## src/rtl/viol_reset_sequencer.sv

```systemverilog
// Reset sequencer between the security monitor bank and the MCU core: latches a violation
// cause, stretches sys_rst, and checks that the core re-enters at RESET_HANDLER. Option macro: VIOL_COMB_KILL_EN.
module viol_reset_sequencer #(
  parameter int          NUM_MON       = 4,
  parameter int          CID_W         = 3,
  parameter int          RST_CYCLES    = 8,
  parameter logic [15:0] RESET_HANDLER = 16'hFFFE,
  parameter int          WAIT_TIMEOUT  = 16
) (
  input  logic               clk,
  input  logic               rst_n,
  input  logic [15:0]        pc,
  input  logic [NUM_MON-1:0] viol,
  input  logic               cause_clr,
  output logic               sys_rst,
  output logic               cause_vld,
  output logic [CID_W-1:0]   cause_id,
  output logic [7:0]         viol_count,
  output logic               running,
  output logic [1:0]         dbg_state
);

  typedef enum logic [1:0] {
    S_HOLD    = 2'd0,
    S_RELEASE = 2'd1,
    S_RUN     = 2'd2
  } state_e;

  state_e             state_q, state_d;
  logic [7:0]         hold_cnt_q, hold_cnt_d;
  logic [7:0]         to_cnt_q, to_cnt_d;
  logic               sys_rst_q;
  logic               cause_vld_q, cause_vld_d;
  logic [CID_W-1:0]   cause_id_q, cause_id_d;
  logic [7:0]         viol_count_q, viol_count_d;
  logic               accept;
  logic [CID_W-1:0]   viol_id;

  // Fixed priority: bit 0 wins, so scan from the top down and let lower bits overwrite.
  always_comb begin
    viol_id = '0;
    for (int i = NUM_MON - 1; i >= 0; i--) begin
      if (viol[i]) viol_id = CID_W'(i);
    end
  end

  assign accept = (state_q != S_HOLD) && (|viol);

  always_ff @(posedge clk or negedge rst_n) begin
    if (!rst_n) begin
      state_q      <= S_HOLD;
      hold_cnt_q   <= 8'(RST_CYCLES);
      to_cnt_q     <= 8'd0;
      sys_rst_q    <= 1'b1;
      cause_vld_q  <= 1'b0;
      cause_id_q   <= '0;
      viol_count_q <= 8'd0;
    end else begin
      state_q      <= state_d;
      hold_cnt_q   <= hold_cnt_d;
      to_cnt_q     <= to_cnt_d;
      sys_rst_q    <= (state_d == S_HOLD);
      cause_vld_q  <= cause_vld_d;
      cause_id_q   <= cause_id_d;
      viol_count_q <= viol_count_d;
    end
  end

  always_comb begin
    state_d      = state_q;
    hold_cnt_d   = hold_cnt_q;
    to_cnt_d     = to_cnt_q;
    cause_vld_d  = cause_vld_q;
    cause_id_d   = cause_id_q;
    viol_count_d = viol_count_q;
    case (state_q)
      S_HOLD: begin
        if (hold_cnt_q == 8'd1) begin
          state_d    = S_RELEASE;
          hold_cnt_d = 8'(RST_CYCLES);
          to_cnt_d   = 8'd0;
        end else begin
          hold_cnt_d = hold_cnt_q - 8'd1;
        end
      end
      S_RELEASE: begin
        if (accept) begin
          state_d  = S_HOLD;
          to_cnt_d = 8'd0;
        end else if (pc == RESET_HANDLER) begin
          state_d  = S_RUN;
          to_cnt_d = 8'd0;
        end else if (to_cnt_q == 8'(WAIT_TIMEOUT - 1)) begin
          state_d    = S_HOLD;
          to_cnt_d   = 8'd0;
          hold_cnt_d = 8'(RST_CYCLES);
        end else begin
          to_cnt_d = to_cnt_q + 8'd1;
        end
      end
      S_RUN: begin
        if (accept) begin
          state_d = S_HOLD;
        end else if (cause_clr) begin
          cause_vld_d = 1'b0;
          cause_id_d  = '0;
        end
      end
      default: begin
        state_d    = S_HOLD;
        hold_cnt_d = 8'(RST_CYCLES);
      end
    endcase
    if (accept) begin
      cause_vld_d  = 1'b1;
      cause_id_d   = viol_id;
      viol_count_d = (viol_count_q == 8'hFF) ? 8'hFF : viol_count_q + 8'd1;
      hold_cnt_d   = 8'(RST_CYCLES);
    end
  end

  always_comb begin
`ifdef VIOL_COMB_KILL_EN
    // Zero-latency kill: a violation seen in RUN asserts reset before the register catches up.
    sys_rst = sys_rst_q | ((state_q == S_RUN) & (|viol));
`else
    sys_rst = sys_rst_q;
`endif
    running    = (state_q == S_RUN);
    cause_vld  = cause_vld_q;
    cause_id   = cause_id_q;
    viol_count = viol_count_q;
    dbg_state  = state_q;
  end

endmodule
```

## config.mk

```make
export PLATFORM = sky130hd
export DESIGN_NAME = viol_reset_sequencer
export DESIGN_NICKNAME = d
export VERILOG_FILES = /design/src/rtl/viol_reset_sequencer.sv
export SDC_FILE = /design/constraint.sdc
export NUM_CORES = 1
export LEC_CHECK = 0
export BUFFER_PORTS_ARGS = -buffer_cell sky130_fd_sc_hd__buf_2
export CORE_ASPECT_RATIO = 1.2
export CORE_MARGIN = 4
export CORE_UTILIZATION = 57
export CTS_CLUSTER_DIAMETER = 30
export DETAILED_ROUTE_END_ITERATION = 10
export GPL_TIMING_DRIVEN = 0
export PLACE_DENSITY = 0.84
export SYNTH_ARGS = -nofsm -noshare
export SYNTH_HDL_FRONTEND = slang
export SYNTH_SLANG_ARGS = --single-unit
```

## constraint.sdc

```tcl
create_clock -name clk -period 3.9 [get_ports clk]
set_input_delay 0.195 -clock clk [delete_from_list [all_inputs] [get_ports clk]]
set_output_delay 0.195 -clock clk [all_outputs]
set_load 0.01 [all_outputs]
```

Yosys cells after proc, flatten, opt, wreduce, memory -nomap -nowiden --
Index checks and enable logic that the tools add are counted. W data, S select, Z words.
Cells by class: multiplexer cells 27, $add $sub $neg 3, equal/unequal tests 10, reductions and logical operators 11
Operator list (number):
- $mux W8 | 9
- $pmux W8 S3 | 1
- $add A8 B1 Y8 const B | 2
- $eq A16 B16 Y1 const B | 1
- $pmux W8 S2 | 1
- $mux W3 | 5
- $mux W2 | 7
- $eq A8 B1 Y1 const B | 1
- $eq A8 B4 Y1 const B | 1
- $eq A8 B8 Y1 const B | 1
- $reduce_bool A2 Y1 | 4
- $sub A8 B1 Y8 const B | 1
- $ne A3 B3 Y1 const B | 2
- $pmux W2 S3 | 1
- $logic_not A2 Y1 | 2
- $reduce_and A2 Y1 | 2
- $reduce_or A4 Y1 | 1
- $mux W1 | 3
- $reduce_and A3 Y1 | 1
- $eq A2 B1 Y1 const B | 1
- $eq A2 B2 Y1 const B | 1
- $ne A2 B1 Y1 const B | 1
- $ne A2 B2 Y1 const B | 1
- $logic_and A1 B1 Y1 | 1
Word-level totals: logic and storage cells 58, register bits 31

Longest topological paths before layout --
depth after elaboration 6, gate-level depth with buffers 6, mapped depth without buffers 6

Worst setup path after synthesis --
Ideal clock, no wire load.
kind reg-to-reg, start point register hold_cnt_q[1], end point register to_cnt_q[2], path slack 1.966 ns, arrival time 1.800 ns, cell stages (with the launch flop) 7, clock period less this slack 1.934 ns, cells stage by stage dfrtp_1 inv_1 ha_1 nor4b_1 a21oi_1 nor2_1 a31oi_1
Between the ends: word-level cells in the longest chain between the ends 3
RTL lines:
- start, declared | line 30 | logic [7:0] hold_cnt_q, hold_cnt_d;
- start signal, assigned | line 52 | hold_cnt_q <= 8'(RST_CYCLES);
- start signal, assigned | line 60 | hold_cnt_q <= hold_cnt_d;
- $eq A8 B1 Y1 | line 78 | if (hold_cnt_q == 8'd1) begin
- $ne A2 B2 Y1 (no source line)
- $reduce_and A2 Y1 (no source line)
- end signal, assigned | line 61 | to_cnt_q <= to_cnt_d;
- end, declared | line 31 | logic [7:0] to_cnt_q, to_cnt_d;
Every way passes these cells. A chain may end at the register's enable or synchronous reset.

Final worst setup path --
Ends and elaborated chain as after synthesis.

==> flow_summary.ini <==
[outcome]
status = finished clean

[logic_synthesis]
yosys_warnings = 0
ys_ff_latch = 30
syn_avg_cell_area_sq_um = 9.33
synth_edf_count = 0
syn_nets = 203
synth_top_area_cell = dfrtp_1
synth_cells = 176
yosysSeqAreaShare = 0.459
ys_types = 46
synth_top_area_frac = 0.427
synth_ff_type = dfrtp_1
synth_area_sq_um = 1640
async_flop_share = 1.00
synth.area.top_cells = dfrtp_1 (43%), o21ai_0 (4.3%), a31oi_1 (4.2%)

[drt]
dr.pass1.iters = 6
antenna_left = 0
drt_wl_total_um = 3860
wl_per_cell_um = 15.1
viasPerCell = 6.07
drc = 0
vias = 1547
drtIter0Drc = 53

[global_route]
overflow = 0
grt_usage = 0.223
grt_pass1_vias = 1549
grt_use_met3 = 0.0562
grt_busiest_layer = met2
antenna_found_initial = 0
grt_pass1_wl_um = 6580
grt_max_degree = 31
met1_usage = 0.257
grt.met2_usage = 0.381

[clock_tree]
clk_latency_ps = 330
clk_transition_reported_paths_ps = 90
cts_tree = done
cts_buffer_depth = 2
htreeDepth = 2
clockRootBuffer = clkbuf_4
cts.sinks = 30
cts-buffers-inserted = 5
cts_resized = 0

[setup_path]
start_kind = flop
crit_fanout = 8
rr_worst_depth = 6
worstPathArrival_ps = 2740
required_ps = 4100
cp-end-kind = flop
criticalPathCategory = flop to flop

[placed_design]
hpwl_um = 2820
place_inst = 247
postPlaceCellArea_sq_um = 1870
place_congestion = 0.894
place_ws_ps = 1440
portBuffers = 37

[sta]
fin_crit_sh = 0.651
fmaxAchievable_mhz = 394
setup_slack_ps = 1360
tns_ps = 0
tightestPinTransition_ps = 1140
slew_violations = 0
rsz0062_at_grt = false
min_period_ps = 2540
setup_viol = 0
skew_ps = 16.7
slew_headroom = 0.229
finalHoldViolations = 0

[layout]
utilization = 0.695
drive_above_1_share = 0.249
fill_cells = 250
stdcell_area_sq_um = 1930
final_cell_count_no_fill = 255
n_antenna_cell = 0
area_delta_synth_final_pct = 17.8
layout.nets = 248

[floorplanning]
die_w_um = 57.0
core_sq_um = 2790
dieArea_sq_um = 3810
core.rowCount = 21
ios = 39
start_util = 0.589
die_h_um = 66.8

[power_and_ir_drop]
power_density_nw_per_um2 = 487
ir_worst_vdd_mv = 0.343
p_leak_nw = 0.888

[flow_run]
cap_violations = 0

[min_path]
min_path_type = primary input to flop
holdPathStages = 2
[synth_stat cells (all sizes together) (2+ instances only)]
| library cell | count |
|---|---|
| dfrtp | 28 |
| nand2 | 18 |
| o21ai | 14 |
| a31oi | 11 |
| a21oi | 10 |
| nor2 | 9 |
| nand3 | 7 |
| nand4 | 7 |
| inv | 6 |
| nor4 | 6 |
| and3 | 5 |
| nor3 | 5 |
| ha | 4 |
| or3b | 4 |
| clkbuf | 3 |
| or3 | 3 |
| xnor2 | 3 |
| a211oi | 2 |
| and2 | 2 |
| and4b | 2 |
| buf | 2 |
| dfstp | 2 |
| o21a | 2 |
| or2 | 2 |
| or4 | 2 |
[worst paths after layout]
path / from / to / slack, ps
hold reg to reg: cause_vld / cause_vld / 490
setup reg to reg: hold_cnt_q[1] / to_cnt_q[2] / 1360
min in group asynchronous: rst_n / cause_id[1] / 430
max in group asynchronous: rst_n / viol_count[5] / 3030
setup / recovery: hold_cnt_q[1] / to_cnt_q[2] / 1360
hold / removal: viol[0] / cause_id[0] / 100
[stage by stage]
| step | total power [mW] | hold WS [ps] |
|---|---|---|
| 3_3_place_gp | 0.733 | 251 |
| 4_1_cts | 0.943 | 90.7 |
| 3_5_place_dp | 0.757 | 263 |
| 2_1_floorplan | 0.653 | -101 |
| 6_report | 0.942 | 96.7 |
| 5_1_grt | 1.01 | 87.7 |
[metal layers]
layer,share of wire,vias to the layer above
met5,0,-
met2,0.48,51
met3,0.060,7
met4,0.018,0
li1,-,745
met1,0.44,744
[sequential cells by signal, indices dropped and copies added (netlist names)]
register    count
cause_vld       1
hold_cnt_q      8
dbg_state       2
to_cnt_q        8
sys_rst         1
cause_id        2
viol_count      8
[power by group]
part	total (mW)	switching, mW	internal (mW)	leakage [nW]
clock network	0.188	0.103	0.0850	0.0314
logic	0.283	0.147	0.135	0.486
registers	0.472	0.0801	0.392	0.370
total	0.942	0.330	0.612	0.888
[what timing repair did]
action	4_1_cts	5_1_grt
buffers inserted	0	0
hold buffers	1	0
endpoints found under the hold margin	28	0
setup endpoints to repair	0	0
[layout make-up]
type | count | area, sq um | area share
well taps | 34 | 42.5 | 0.0220
repair buffers | 38 | 195 | 0.101
multi-input cells | 135 | 836 | 0.432
inverters | 6 | 22.5 | 0.0116
flip-flops and latches | 30 | 753 | 0.389
plain buffers | 5 | 30.0 | 0.0155
clock buffers | 7 | 55.1 | 0.0285
[cells in the final DEF, fill, tap and decap left out, drive strengths merged, types with 3 or more instances in the layout]
| cell | count |
|---|---|
| or3 | 3 |
| or3b | 4 |
| nor4 | 6 |
| a21oi | 10 |
| nor3 | 5 |
| buf | 39 |
| xnor2 | 3 |
| nand4 | 7 |
| dfrtp | 28 |
| nand3 | 7 |
| o21ai | 14 |
| and3 | 5 |
| a31oi | 11 |
| nor2 | 9 |
| clkbuf | 10 |
| ha | 4 |
| nand2 | 18 |
| inv | 6 |
[critical path: stages (launching register included)]
cell	delay, ps
dfrtp_1	410
inv_1	100
ha_1	150
nor4b_1	910
a21oi_1	340
nor2_1	350
a31oi_1	150
[logic make-up after synthesis]
group / Yosys count / share of synthesized area
and+or+nand+nor: 79 / 0.273
DFF: 30 / 0.459
xor gates and xnor gates: 4 / 0.0213
adders and majority gates: 4 / 0.0305
AOI/OAI and AO/OA: 46 / 0.175
muxes: 1 / 0.00686
buffers and inverters: 11 / 0.0320
other: 1 / 0.00228
Note: power is estimated with default switching activity, not from simulation.
